$ cat config.mk
export PLATFORM = sky130hd
export DESIGN_NAME = alu32_flat
export DESIGN_NICKNAME = d
export VERILOG_FILES = /design/src/rtl/alu32_if.sv /design/src/rtl/alu32.sv /design/src/flat_wrapper.sv
export SDC_FILE = /design/constraint.sdc
export NUM_CORES = 1
export LEC_CHECK = 0
export ABC_CLOCK_PERIOD_IN_PS = 14330
export BUFFER_PORTS_ARGS = -buffer_cell sky130_fd_sc_hd__buf_2
export CAP_MARGIN = 25
export CORE_MARGIN = 3
export CORE_UTILIZATION = 59
export DETAILED_ROUTE_END_ITERATION = 16
export PLACE_DENSITY = 0.87
export SLEW_MARGIN = 20
export SYNTH_ARGS = -nofsm -noshare
export SYNTH_HDL_FRONTEND = slang
export SYNTH_SLANG_ARGS = --single-unit
$ cat constraint.sdc
create_clock -name clk -period 14.33 [get_ports clk]
set_clock_uncertainty 0.1 [all_clocks]
set_input_delay 0.7165 -clock clk [delete_from_list [all_inputs] [get_ports clk]]
set_output_delay 0.7165 -clock clk [all_outputs]
set_load 0.01 [all_outputs]
$ cat src/rtl/alu32_if.sv
// Operand/select and result/flag bundle between the datapath and alu32.
interface alu32_if;
  logic [31:0] opA;
  logic [31:0] opB;
  logic [2:0]  sel;
  logic [31:0] res;
  logic        z;
  logic        c;
  logic        v;

  modport master (output opA, output opB, output sel,
                  input  res, input  z,   input  c, input v);
  modport slave  (input  opA, input  opB, input  sel,
                  output res, output z,   output c, output v);
endinterface

$ cat src/rtl/alu32.sv
// 32-bit ALU: add/sub/and/or/not with zero, carry and signed-overflow flags,
// all registered one clock after the operands are sampled.
module alu32 (
  input  logic    clk,
  input  logic    rst,
  alu32_if.slave  bus
);

  typedef enum logic [2:0] {
    OP_ADD = 3'b000,
    OP_SUB = 3'b001,
    OP_AND = 3'b010,
    OP_OR  = 3'b011,
    OP_NOT = 3'b100
  } op_e;

  logic [31:0] b_eff;
  logic        cin;
  logic [32:0] sum;

  logic [31:0] res_d, res_q;
  logic        z_d, z_q;
  logic        c_d, c_q;
  logic        v_d, v_q;

  // One shared 33-bit adder; SUB feeds ~opB with carry-in 1.
  always_comb begin
    cin   = (bus.sel == OP_SUB);
    b_eff = cin ? ~bus.opB : bus.opB;
    sum   = {1'b0, bus.opA} + {1'b0, b_eff} + {32'd0, cin};
  end

  always_comb begin
    res_d = '0;
    c_d   = 1'b0;
    v_d   = 1'b0;
    case (bus.sel)
      OP_ADD, OP_SUB: begin
        res_d = sum[31:0];
        c_d   = sum[32];
        // Overflow when the effective addends agree in sign but the sum does not.
        v_d   = (bus.opA[31] == b_eff[31]) && (sum[31] != bus.opA[31]);
      end
      OP_AND:  res_d = bus.opA & bus.opB;
      OP_OR:   res_d = bus.opA | bus.opB;
      OP_NOT:  res_d = ~bus.opA;
      default: res_d = '0;
    endcase
    z_d = (res_d == '0);
  end

  always_ff @(posedge clk) begin
    if (rst) begin
      res_q <= '0;
      z_q   <= 1'b1;
      c_q   <= 1'b0;
      v_q   <= 1'b0;
    end else begin
      res_q <= res_d;
      z_q   <= z_d;
      c_q   <= c_d;
      v_q   <= v_d;
    end
  end

  assign bus.res = res_q;
  assign bus.z   = z_q;
  assign bus.c   = c_q;
  assign bus.v   = v_q;

endmodule

$ cat src/flat_wrapper.sv
// flat-port wrapper written by rule: the top's interface ports become plain ports
module alu32_flat 
  (clk, rst, bus_opA, bus_opB, bus_sel, bus_res, bus_z, bus_c, bus_v);
  alu32_if bus_i ();
  input  logic clk;
  input  logic rst;
  input wire logic [$bits(bus_i.opA)-1:0] bus_opA;
  input wire logic [$bits(bus_i.opB)-1:0] bus_opB;
  input wire logic [$bits(bus_i.sel)-1:0] bus_sel;
  output wire logic [$bits(bus_i.res)-1:0] bus_res;
  output wire logic [$bits(bus_i.z)-1:0] bus_z;
  output wire logic [$bits(bus_i.c)-1:0] bus_c;
  output wire logic [$bits(bus_i.v)-1:0] bus_v;
  assign bus_i.opA = bus_opA;
  assign bus_i.opB = bus_opB;
  assign bus_i.sel = bus_sel;
  assign bus_res = bus_i.res;
  assign bus_z = bus_i.z;
  assign bus_c = bus_i.c;
  assign bus_v = bus_i.v;
  alu32 u_core (.clk(clk), .rst(rst), .bus(bus_i));
endmodule
# Word level (Yosys, flattened, before mapping)
# Cells that the tools add are included.
[totals]
inputBits = 69
regBits = 35
word_cells = 24
out_inout_bits = 35
[op_classes]
eq_ne = 6
muxes = 2
n_reduce_logical = 5
add_sub_neg = 2
n_bitwise = 5
[ops]
columns = ["op", "n"]
rows = [
  ["$pmux W32 S4", 1],
  ["$not A32 Y32", 2],
  ["$add A32 B32 Y33", 1],
  ["$add A33 B1 Y33", 1],
  ["$and A32 B32 Y32", 1],
  ["$logic_not A32 Y1", 1],
  ["$mux W32", 1],
  ["$or A32 B32 Y32", 1],
  ["$eq A3 B2 Y1 const B", 2],
  ["$reduce_or A2 Y1", 2],
  ["$eq A3 B1 Y1 const B", 1],
  ["$eq A3 B3 Y1 const B", 1],
  ["$logic_not A3 Y1", 1],
  ["$eq A1 B1 Y1", 1],
  ["$logic_and A1 B1 Y1", 1],
  ["$ne A1 B1 Y1", 1],
  ["$not A1 Y1", 1],
]

# Longest topological paths before layout
[depth]
ltp_word = 6
depth_mapped = 20
ltp_nobuf = 15

# Worst setup path after synthesis
# No wires, ideal clock.
[synth_path]
path_kind = "input to register"
startpoint = "in bus_sel[1]"
endpoint = "reg u_core.z_q, in the netlist u_core.bus.z"
t_required_ns = 14.170
slack_ns = 9.343
stages = 19
setup_time_ns = 0.060
path_buffers = 5
arrival_time_ns = 4.827
path_cell_list = "buf_4 -> nor2_2 -> clkbuf_1 -> buf_2 -> and2_1 -> clkbuf_1 -> buf_1 -> xor2_1 -> ha_1 -> nand4_2 -> o221a_1 -> o21a_1 -> o31ai_4 -> o21ai_2 -> a31o_1 -> o21ai_2 -> xor2_1 -> a221oi_1 -> a41o_1"
[synth_via]
elab_chain_cells = 6
elab_cells_between_ends = 11
cone_classes = "2 x add/sub; 4 x eq/ne; 2 x mux; 3 x reduce/logical"
[synth_lines]
columns = ["item", "line", "rtl"]
rows = [
  ["start: declaration", "flat_wrapper.sv:9", "input wire logic [$bits(bus_i.sel)-1:0] bus_sel;"],
  ["$eq A3 B1 Y1", "alu32.sv:28, alu32.sv:37", ""],
  ["$mux W32", "alu32.sv:29", "b_eff = cin ? ~bus.opB : bus.opB;"],
  ["$add A32 B32 Y33", "alu32.sv:30", "sum = {1'b0, bus.opA} + {1'b0, b_eff} + {32'd0, cin};"],
  ["$add A33 B1 Y33", "alu32.sv:30", ""],
  ["$pmux W32 S4 (*)", "alu32.sv:37", "case (bus.sel)"],
  ["$logic_not A32 Y1 (*)", "alu32.sv:49", "z_d = (res_d == '0);"],
  ["end signal: assignment", "alu32.sv:60", "z_q <= z_d;"],
  ["end: declaration", "alu32.sv:22", "logic z_d, z_q;"],
]
# Mark *: on every way between the ends. The rest lies on a longest branch, timed or not.
# A chain may end at the register's enable or synchronous reset.

# Worst setup path after layout
[layout_path]
startpoint = "in bus_sel[0]"
endpoint = "reg u_core.z_q, in the netlist u_core.bus.z"
# The elaborated chain is that of the path after synthesis.

==> flow_metrics.tcl <==
set metrics [dict create \
    outcome "complete, no violations" \
    ys_ff_latch 35 \
    drv_slew 0 \
    grt_pass1_wl_mm 20.9 \
    start_util_pct 63.3 \
    avgViaCountPerCell 6.40 \
    dp_hpwl_mm 9.97 \
    htree_levels 2 \
    synth.area.top_cells "dfxtp_1, ha_1, xor2_1" \
    dr.pass1.iters 7 \
    synth_mux_area_share_pct 0.753 \
    fin_nets 714 \
    crit_path_max_fanout 38 \
    layout_common_cells "buf_2, nor2_1, a21oi_1, xor2_1, nand2_1" \
    p_clk_share_pct 21.5 \
    rows 29 \
    detail-route-antenna-nets 0 \
    synth_edf_count 0 \
    drv_cap 0 \
    synthFlopType "dfxtp_1" \
    synthAdderAreaFrac_pct 18.9 \
    synth-simple-area-share_pct 19.1 \
    core-area_sq_um 6570 \
    cts_sinks 35 \
    syn_nets 634 \
    clock.fmax_ghz 0.183 \
    dr.first_iter.drc_count 266 \
    drive_gt1_share_pct 22.7 \
    overflow 0 \
    die_y_um 89.9 \
    track_usage_pct 31.0 \
    min_period_ps 5450 \
    routed_wl_mm 13.0 \
    hp-class "in2reg" \
    finalCritPeriodShare_pct 38.0 \
    area_growth_pct 15.0 \
    wl_per_cell_um 18.6 \
    pwr-share-comb_pct 52.4 \
    synth_top_family_by_area "compound AO/OA/AOI/OAI gates" \
    final-hold-violation-count 0 \
    pwr-share-seq_pct 26.1 \
    synthArstFlopShare_pct 0 \
    ys_warn_count 0 \
    place_area_sq_um 4670 \
    synth_compound_area_share_pct 28.9 \
    post_cts_buffers 0 \
    clkTransAtPathRegs_ps 70 \
    arrival_ps 5590 \
    synth-seq-area-share_pct 16.9 \
    syn-cell-area_sq_um 4160 \
    endpoint_kind "register" \
    finalWeightedCongestion 0.966 \
    tightestPinTransition_ps 979 \
    clk_path_buf_depth 2 \
    critPathLaunchType "input port" \
    switchingPower_uw 169 \
    cts_tree "built" \
    required_ps 14460 \
    synthXorXnorAreaFrac_pct 11.6 \
    grt_setup_unrepaired "false" \
    vias 4479 \
    die_w_um 89.9 \
    synth.top_cell.area_share_pct 16.9 \
    hold_buffers 0 \
    cts_resized 0 \
    setup_tns_ps 0 \
    final_common_cell "buf_2" \
    io_pins 104 \
    power.density_nw_per_um2 85.9 \
    fin_area_sq_um 4780 \
    yosys.area.top_type "dfxtp_1" \
    power_leakage_nw 2.16 \
    numCtsBuffers 5 \
    dieArea_sq_um 8090 \
    p_int_uw 242 \
    grt_pass1_vias 4099 \
    irDropWorstVdd_v 0.0000470 \
    drc 0 \
    cts-root-buf "clkbuf_8" \
    slew_headroom_pct 34.7 \
    fill_cells 539 \
    num_antenna_cells 0 \
    critical_path_class "in2reg" \
    swShare_pct 41.2 \
    antenna_found_initial 0 \
    grt_max_degree 39 \
    setup_viol 0 \
    synth_cells 526 \
    syn_area_per_cell_sq_um 7.90 \
    port_buffers 103 \
    synth_cell_type_count 72 \
]
through the flow:
step                      setup slack, ps  std cells  util (%)  total power, mW  hold WS, ps
after floorplan                      9340        526         -            0.259          797
after global placement               8770        692      71.1            0.314          945
after detailed placement             8750        692      71.1            0.317          962
after CTS                            8960        700      72.8            0.405          657
after global routing                 8630        700      72.8            0.434          662
final                                8880        700      72.8            0.411          663
power groups by stage:
stage	registers (mW)	clock network, mW	logic, mW
5_1_grt	0.108	0.0933	0.233
3_3_place_gp	0.109	0	0.204
3_5_place_dp	0.109	0	0.207
4_1_cts	0.107	0.0880	0.210
2_1_floorplan	0.114	0	0.145
6_report	0.107	0.0882	0.215
per-layer routing:
layer	wire [um]	track usage, %	part of all wire, %
met5	0	0	0
met3	969	3.51	7.4
met1	5760	42.1	44
met2	6010	51.6	46
met4	282	9.44	2.2
synthesized netlist by cell type (6+ instances only):
master	number
a21o_1	9
a21oi_1	54
a221oi_1	11
buf_2	10
clkbuf_1	16
dfxtp_1	35
ha_1	38
inv_1	6
maj3_1	29
nand2_1	42
nand3_1	7
nand4_1	10
nor2_1	58
nor2b_1	6
nor3_1	11
o21a_1	6
o21ai_0	21
o21ai_1	7
xnor2_1	12
xor2_1	43
worst paths after layout:
kind / from / to / slack (ps) / depth (start not counted)
max: bus_sel[0] / u_core.bus.z$_SDFF_PP1_ / 8880 / 14
min: bus_opA[31] / u_core.bus.v$_SDFF_PP0_ / 660 / 3
cell type report:
type | instances | area (sq um) | area share [%]
Multi-Input combinational cell | 453 | 3300 | 69.0
Clock inverter | 3 | 43.8 | 0.916
Timing Repair Buffer | 105 | 531 | 11.1
Clock buffer | 5 | 68.8 | 1.44
Sequential cell | 35 | 701 | 14.7
Inverter | 6 | 22.5 | 0.471
Tap cell | 93 | 116 | 2.43
registers in the layout, indices dropped and copies added (netlist names):
name	flops
u_core.bus.res	32
u_core.bus.z	1
u_core.bus.c	1
u_core.bus.v	1
logic make-up after synthesis:
| logic type | count (synthesis) |
|---|---|
| AOI/OAI and AO/OA | 164 |
| DFF | 35 |
| xor gates and xnor gates | 55 |
| muxes | 3 |
| buffers and inverters | 38 |
| and+or+nand+nor | 163 |
| adders and majority gates | 68 |
worst max-delay path, cell delays in order:
cell and delay [ps]:
buf_2 590, and2_2 950, xor2_1 230, fa_1 490, a21o_1 220, a221oi_4 370, o31ai_4 170, xor2_1 170
a221oi_1 650, and3_1 260, nand4_1 130, nor3_1 240, and4_1 230, a41o_1 160
Power figures use the tool's default switching activity.
